<file path="config.mk">
export PLATFORM = sky130hd
export DESIGN_NAME = serial_adder8_fa1bit
export DESIGN_NICKNAME = d
export VERILOG_FILES = /design/src/rtl/serial_adder8_fa1bit.sv
export SDC_FILE = /design/constraint.sdc
export NUM_CORES = 1
export LEC_CHECK = 0
export CAP_MARGIN = 30
export CELL_PAD_IN_SITES_DETAIL_PLACEMENT = 0
export CELL_PAD_IN_SITES_GLOBAL_PLACEMENT = 2
export CORE_UTILIZATION = 32
export CTS_CLUSTER_SIZE = 28
export DETAILED_ROUTE_END_ITERATION = 8
export GPL_TIMING_DRIVEN = 0
export PLACE_DENSITY_LB_ADDON = 0.1
export SKIP_CTS_REPAIR_TIMING = 1
export SLEW_MARGIN = 20
export SYNTH_ARGS = -nofsm -noshare
export SYNTH_HDL_FRONTEND = slang
export SYNTH_SLANG_ARGS = --single-unit
</file>
<file path="constraint.sdc">
create_clock -name clk -period 1.5 [get_ports clk]
set_clock_uncertainty 0.05 [all_clocks]
set_input_delay 0.15 -clock clk [delete_from_list [all_inputs] [get_ports clk]]
set_output_delay 0.15 -clock clk [all_outputs]
set_load 0.02 [all_outputs]
</file>
<file path="src/rtl/serial_adder8_fa1bit.sv">
// Bit-serial WIDTH-bit adder built around one 1-bit full-adder cell, LSB first.
// Define SUB_MODE_EN to add the `sub` input, which turns the operation into A-B with a borrow out.
module serial_adder8_fa1bit #(
  parameter int WIDTH = 8
) (
  input  logic             clk,
  input  logic             rst_n,
  input  logic             start,
  input  logic [WIDTH-1:0] A,
  input  logic [WIDTH-1:0] B,
  input  logic             Cin,
`ifdef SUB_MODE_EN
  input  logic             sub,
`endif
  output logic             busy,
  output logic             done,
  output logic [WIDTH-1:0] S,
  output logic             Cout
);

  localparam int CNT_W = (WIDTH > 1) ? $clog2(WIDTH) : 1;

  typedef enum logic [1:0] {
    IDLE  = 2'd0,
    SHIFT = 2'd1,
    DONE  = 2'd2
  } state_t;

  state_t           r_state;
  logic [WIDTH-1:0] r_a;
  logic [WIDTH-1:0] r_b;
  logic [WIDTH-1:0] r_res;
  logic             r_carry;
  logic             r_sub;
  logic [CNT_W-1:0] r_cnt;

  logic             w_sub_req;
  logic             w_s;
  logic             w_cn;
  logic             w_last;
  logic             w_cout;
  logic [WIDTH-1:0] w_res_next;

`ifdef SUB_MODE_EN
  assign w_sub_req = sub;
`else
  assign w_sub_req = 1'b0;
`endif

  // The single full-adder cell, fed by the operand LSBs and the running carry.
  assign w_s        = r_a[0] ^ r_b[0] ^ r_carry;
  assign w_cn       = (r_a[0] & r_b[0]) | (r_carry & (r_a[0] ^ r_b[0]));
  assign w_res_next = (r_res >> 1) | {w_s, {(WIDTH-1){1'b0}}};
  assign w_last     = (r_cnt == CNT_W'(WIDTH - 1));
  // In subtract mode the final carry is inverted so Cout reads as a borrow.
  assign w_cout     = r_sub ? ~w_cn : w_cn;

  // NOTE: non-blocking assignments throughout, so every register sees pre-edge values.
  always_ff @(posedge clk or negedge rst_n) begin
    if (!rst_n) begin
      r_state <= IDLE;
      r_a     <= '0;
      r_b     <= '0;
      r_res   <= '0;
      r_carry <= 1'b0;
      r_sub   <= 1'b0;
      r_cnt   <= '0;
      busy    <= 1'b0;
      done    <= 1'b0;
      S       <= '0;
      Cout    <= 1'b0;
    end else begin
      case (r_state)
        IDLE: begin
          if (start) begin
            r_a     <= A;
            r_b     <= w_sub_req ? ~B : B;
            r_carry <= w_sub_req ? 1'b1 : Cin;
            r_sub   <= w_sub_req;
            r_cnt   <= '0;
            busy    <= 1'b1;
            r_state <= SHIFT;
          end
        end
        SHIFT: begin
          r_res   <= w_res_next;
          r_a     <= r_a >> 1;
          r_b     <= r_b >> 1;
          r_carry <= w_cn;
          r_cnt   <= r_cnt + 1'b1;
          if (w_last) begin
            S       <= w_res_next;
            Cout    <= w_cout;
            done    <= 1'b1;
            r_state <= DONE;
          end
        end
        DONE: begin
          done    <= 1'b0;
          busy    <= 1'b0;
          r_state <= IDLE;
        end
        default: begin
          done    <= 1'b0;
          busy    <= 1'b0;
          r_state <= IDLE;
        end
      endcase
    end
  end

endmodule

</file>
[Word level (Yosys, flattened, before mapping)]
Index checks and enable logic that the tools add are counted.
Storage, ports and cells
  word-level logic and storage cells: 45
  register bits after elaboration: 41
Cells by class
  multiplexer cells: 15
  equal/unequal tests: 4
  add/sub/neg operators: 1
  bitwise logic cells: 8
  reduce and logical (&&, ||, !) cells: 7
Operators with widths (number)
  8-bit one-hot mux with 2 select lines: 2
  8-bit two-way mux: 2
  2-bit AND reduction: 5
  7-bit by 8-bit bitwise OR with 8-bit output: 1
  1-bit one-hot mux with 2 select lines: 3
  3-bit one-hot mux with 2 select lines: 1
  2-bit two-way mux: 2
  2-bit inequality test (second input constant): 2
  2-bit one-hot mux with 2 select lines: 1
  3-bit by 1-bit adder with 3-bit output (second input constant): 1
  3-bit == test (second input constant): 1
  1-bit two-way mux: 3
  3-bit two-way mux: 1
  1-bit AND: 2
  2-bit by 1-bit == test with 1-bit output (second input constant): 1
  2-bit zero test: 1
  1-bit inverter: 2
  2-bit nonzero test: 1
  1-bit XOR: 2
  1-bit bitwise OR: 1

[Longest topological paths before layout]
Gate-level depths: netlist (run 1).
  depth after elaboration: 4
  gate-level depth with buffers: 5
  depth with buffers taken out: 4

[Worst setup path after synthesis (run 1)]
No wires, ideal clock.
  path type: reg-to-reg
  start: register r_cnt[0]
  end: register Cout
  stages on the path, launching flop included: 6
  period minus slack after synthesis: 1.544 ns
  path slack: -0.044 ns
  arrival: 1.370 ns
  required time: 1.325 ns
  library setup time: 0.125 ns
  path through: dfrtp_1 ha_1 ha_1 nand3b_1 buf_2 mux2_2
On the way
  longest elaborated chain between the ends: 2
Ends and longest elaborated chain
  start: declaration: RTL line 35  | logic [CNT_W-1:0] r_cnt;
  start signal: assignment: RTL line 90  | r_cnt <= r_cnt + 1'b1;
  3-bit == test: RTL line 54  | assign w_last = (r_cnt == CNT_W'(WIDTH - 1));
  2-bit AND reduction (no source line)
  end signal: assignment: RTL line 93  | Cout <= w_cout;
  end: declaration: RTL line 18  | output logic Cout
No other way between the ends.
A chain may end at the register's enable or synchronous reset.

[Worst setup path in the final report (run 1)]
  start: register r_cnt[1]
  end: register S[5]
On the way
  longest elaborated chain between the ends: 2
Ends and longest elaborated chain
  3-bit == test: RTL line 54
  2-bit AND reduction (no source line)
  end signal: assignment: RTL line 92  | S <= w_res_next;
  end: declaration: RTL line 17  | output logic [WIDTH-1:0] S,
No other way between the ends.

==> flow_summary.yaml, run 1 <==
worst_hold_path:
  hold_class: "primary input to asynchronous set/reset pin"
route:
  drc: 0
  wl_per_cell_um: 16.2
  drtIter0Drc: 91
  via_per_inst: 4.88
  ant_nets: 0
  drtPass1Iterations: 4
  drt_wl_total_um: 4150
  vias: 1250
worst_setup_path:
  path_max_fanout: 5
  endpoint_kind: "flop"
  critical_path_arrival_ns: 1.65
  r2r_cells: 5
  crit_type: "flop to flop"
  cp_slowest_stage_delay_ns: 0.39
  start_kind: "flop"
  path_cells: "ha_2, ha_4, nand3b_1, buf_6, mux2_2"
  slowest_stage: "dfrtp_1"
  critPathRequiredTime_ns: 1.63
synthesis:
  synth_cells: 140
  ys_seq_elements: 40
  async_reset_ff_frac: 1.00
  synthFlopType: "dfrtp_1"
  ys_seq_area_frac: 0.554
  synth_edf_count: 0
  syn_avg_cell_area_um2: 12.9
  ys_types: 27
  synth_fp_nets: 163
  yosysWarnings: 0
  syn_area_mm2: 0.00181
global_routing:
  grt_start_max_net_pins: 25
  overflow: 0
  grt_pass1_vias: 1241
  grt_pass1_wl_um: 6600
  antenna_found_initial: 0
  grtUsageTotal: 0.146
place:
  gp_congestion: 0.714
  post-place-cells: 241
  dp_slack_ns: -0.376
  portBuffers: 30
  dpl.hpwl_um: 2800
sta:
  worstMarginPinSlew_ns: 0.451
  rsz0062_at_grt: "yes"
  fin_crit_sh: 1.01
  hold_violations: 0
  relSlewSlack: 0.699
  fin_ws_ns: -0.0181
  min_period_ns: 1.52
  finalSetupTns_ns: -0.0887
  slew_violations: 0
  holdWs_ns: 0.278
  setup_viol: 7
  fmax_mhz: 659
finish:
  instances_no_fill: 256
  fill_cells: 503
  drive_above_1_share: 0.285
  synthToLayoutAreaGrowth_pct: 36.0
  antenna_cells: 0
  layout.nets: 208
floorplan:
  dieArea_mm2: 0.00595
  fp.dieW_um: 77.1
  start_util: 0.343
  core_mm2: 0.00527
  rows: 26
  die_height_um: 77.1
  ios: 31
clock_tree:
  cts_buffers: 5
  clockBufferDepth: 2
  clk_pin_slew_ns: 0.08
  root_buffer: "clkbuf_8"
  ctsHtreeMaxLevel: 2
  clock_sinks: 40
  worstSkewPairLatency_ns: 0.29
  cts_tree: "yes"
pwr:
  p_leak_uw: 0.00112
  irDropWorstVdd_uv: 828
  power.density_mw_per_mm2: 2030
status:
  violations: "setup timing"
  status: "finished with violations"
job:
  drv_cap: 0
## state kept, by name, indices dropped and copies added, names as in the netlist
register and flops:
r_a 8, Cout 1, busy 1, r_b 8, done 1, r_res 7, r_cnt 3, S 8
r_carry 1, r_state 2
## metal layers
| layer | vias to the layer above | track usage | routed length (um) |
|---|---|---|---|
| met5 | - | 0 | 0 |
| met4 | 0 | 0.0509 | 23 |
| met3 | 2 | 0.0393 | 176 |
| met2 | 28 | 0.197 | 1800 |
| met1 | 617 | 0.221 | 2160 |
| li1 | 603 | - | - |
## placed cells by master (no fill, tap or decap), types with 2 or more instances in the layout
master and instances:
dfrtp_1 40, clkdlybuf4s50_1 25, inv_1 13, nor4b_1 10
mux2_2 9, nor3b_1 9, buf_2 8, a211oi_1 8
mux2_4 7, clkbuf_8 5, buf_4 5, buf_6 4
or4b_1 4, o221a_2 4, dlymetal6s2s_1 4, a21oi_1 3
a221oi_1 3, clkbuf_2 2, nand2b_1 2, nor4bb_1 2
a22o_1 2
## cell usage after synthesis, types with 3 or more instances
library cell  instances  area, um^2
dfrtp_1              40        1000
mux2_2               16         180
inv_1                13        48.8
nor4b_1              11        96.3
nor3b_1               9        67.6
a211oi_1              8        60.1
buf_2                 7        35.0
o221a_2               4        45.0
or4b_1                4        40.0
a21oi_1               3        15.0
a221oi_1              3        26.3
## path summary, 6_finish.rpt
path / slack [ns] / from / to
max: -0.02 / r_cnt[1] / S[5]
min: 0.28 / rst_n / r_a[4]
max reg2reg: -0.02 / r_cnt[1] / S[5]
min reg2reg: 0.44 / r_b[7] / r_b[7]
max in group asynchronous: 0.65 / rst_n / r_b[0]
min in group clk: 0.44 / r_b[7] / r_b[7]
## worst max-delay path, delay by kind of cell, from the launching register on
kind / cells / cell delay (ns)
multiplexers: 1 / 0.32
AND/OR/NAND/NOR: 1 / 0.14
adder cells (fa/ha/maj): 2 / 0.35
flip-flops: 1 / 0.39
buffers and inverters: 1 / 0.15
## power breakdown
part	total, uW	switching (uW)	internal [uW]
Sequential	1920	316	1600
Combinational	2190	979	1210
Clock	881	388	492
Total	4990	1680	3310
## per-stage QoR
stage	utilization	power (uW)	area (um^2)
6_report	0.466	4990	2460
5_1_grt	0.466	5320	2460
4_1_cts	0.442	4850	2330
3_5_place_dp	0.421	3940	2220
3_3_place_gp	0.417	3870	2200
2_1_floorplan	-	3200	1810
## area by class of cell
| cell class | instances | area [um^2] | area share |
|---|---|---|---|
| clock inverter | 3 | 42.5 | 0.0173 |
| tap | 70 | 87.6 | 0.0356 |
| multi-input combinational | 75 | 738 | 0.300 |
| timing repair buffer | 38 | 392 | 0.159 |
| clock buffer | 5 | 68.8 | 0.0280 |
| sequential | 40 | 1000 | 0.407 |
| inverter | 13 | 48.8 | 0.0199 |
| buffer | 12 | 78.8 | 0.0321 |
## cells by family after synthesis
logic type | share of synthesized area
buf+inv | 0.0658
flops | 0.554
mux | 0.105
compound gates | 0.109
simple gates | 0.141
fa+ha+maj | 0.0249
(Power assumes the default switching activity.)
==> inputs of run 2 (changes only) <==
- HOLD_SLACK_MARGIN: not set -> 0.08
- RECOVER_POWER: not set -> 25
==> run 2 against run 1 <==
The flow still finishes with violations (setup timing). Fmax unchanged. Total power about the same. Global-route usage is the same. Cell count is the same. Critical path depth did not move. Wire length is essentially flat. Die area unchanged. Combinational power about the same. Setup slack stayed put. Final area about the same. Flip-flop and latch count stayed put. Via count unchanged. Highest routed layer unchanged.
==> flow_summary.yaml, run 2 (same netlist as run 1, synthesis figures left out) <==
worst_setup_path:
  cp_slowest_stage_delay_ns: 0.39
  r2r-end: "S[5]"
  critical_path_arrival_ns: 1.65
  critPathCapture: "S[5]"
  r2r-start: "r_cnt[1]"
  critPathRequiredTime_ns: 1.63
  start_kind: "flop"
  slowest_stage: "dfrtp_1"
  cp-startpoint: "r_cnt[1]"
  path_max_fanout: 5
  crit_type: "flop to flop"
  rrSetupSlack_ns: -0.02
  r2r_cells: 5
  path_cells: "ha_2, ha_4, nand3b_1, buf_6, mux2_2"
  endpoint_kind: "flop"
floorplan:
  die_height_um: 77.1
  dieArea_mm2: 0.00595
  start_util: 0.343
  rows: 26
  ios: 31
  core_mm2: 0.00527
  fp.dieW_um: 77.1
finish:
  reg.largest.list: "S: 8 flops, r_a: 8 flops, r_b: 8 flops"
  layout.nets: 208
  final_common_cell: "dfrtp_1"
  fin_area_mm2: 0.00246
  final_cell_mix: "40 x dfrtp_1, 25 x clkdlybuf4s50_1, 13 x inv_1, 10 x nor4b_1"
  instances_no_fill: 256
  synthToLayoutAreaGrowth_pct: 35.9
  antenna_cells: 0
  drive_above_1_share: 0.280
route:
  drt_wl_total_um: 4150
  ant_nets: 0
  drc: 0
  wl_per_cell_um: 16.2
  drtIter0Drc: 91
  via_per_inst: 4.88
  vias: 1250
  drtPass1Iterations: 4
clock_tree:
  root_buffer: "clkbuf_8"
  clk_pin_slew_ns: 0.08
  cts_buffers: 5
  worstSkewPairLatency_ns: 0.29
  clock_sinks: 40
  ctsHtreeMaxLevel: 2
  clockBufferDepth: 2
  cts_tree: "yes"
place:
  dpl.hpwl_um: 2800
  post-place-cells: 241
  dp_slack_ns: -0.376
  gp_congestion: 0.714
  portBuffers: 30
  placed_cell_area_mm2: 0.00222
status:
  status: "finished with violations"
  violations: "setup timing"
sta:
  setup_viol: 7
  relSlewSlack: 0.277
  fin_ws_ns: -0.0181
  slew_violations: 0
  min_period_ns: 1.52
  worstMarginPinSlew_ns: 1.08
  holdWs_ns: 0.437
  hold_violations: 0
  fin_crit_sh: 1.01
  rsz0062_at_grt: "yes"
  fmax_mhz: 659
global_routing:
  grtUsageTotal: 0.146
  antenna_found_initial: 0
  overflow: 0
  grt_pass1_wl_um: 6600
  grt_pass1_vias: 1241
  grt_start_max_net_pins: 25
job:
  drv_cap: 0
worst_hold_path:
  hold_class: "flop to flop"
pwr:
  power.density_mw_per_mm2: 2030
  irDropWorstVdd_uv: 828
  p_leak_uw: 0.00112
  fin_total_pwr_uw: 4990
-- run 2: cell count changes in the layout (fill, tap and decap cells not counted), sizes merged --
cell	change
buf	-1
clkbuf	+1
-- run 2: final cells by class --
| class | instances | area, um^2 |
|---|---|---|
| Fill cell | 504 | 2810 |
| Multi-Input combinational cell | 75 | 738 |
| Inverter | 13 | 48.8 |
| Clock buffer | 5 | 68.8 |
| Tap cell | 70 | 87.6 |
| Timing Repair Buffer | 38 | 390 |
| Sequential cell | 40 | 1000 |
| Clock inverter | 3 | 42.5 |
| Buffer | 12 | 78.8 |
-- run 2: layer usage --
metal / track usage / share of wire
met1: 0.221 / 0.52
met2: 0.197 / 0.43
met3: 0.0393 / 0.042
met4: 0.0509 / 0.0055
met5: 0 / 0
-- run 2: critical path, delay by kind of cell, from the launching register on --
family	cells	cell delay [ns]
DFF	1	0.39
buffers and inverters	1	0.15
and+or+nand+nor	1	0.14
adders and majority gates	2	0.35
muxes	1	0.32
-- run 2: worst min-delay path by stage --
stage	depth (start not counted)	end	slack (ns)	startpoint
floorplan	0	Cout	-0.20	rst_n
global placement	1	r_cnt[0]	0.42	r_cnt[0]
detailed placement	1	r_a[4]	0.08	rst_n
CTS	1	r_a[4]	-0.25	rst_n
global route	1	r_b[7]	0.45	r_b[7]
finish	1	r_b[7]	0.44	r_b[7]
-- run 2: stage by stage --
stage	TNS (ns)	util
5_1_grt	-0.443	0.466
3_3_place_gp	-35.80	0.417
3_5_place_dp	-5.14	0.421
4_1_cts	-1.54	0.442
2_1_floorplan	0	-
6_report	-0.0887	0.466
-- run 2: where the power goes --
part	switching (uW)	internal, uW
clock network	388	492
logic	979	1210
registers	316	1600
total	1680	3310
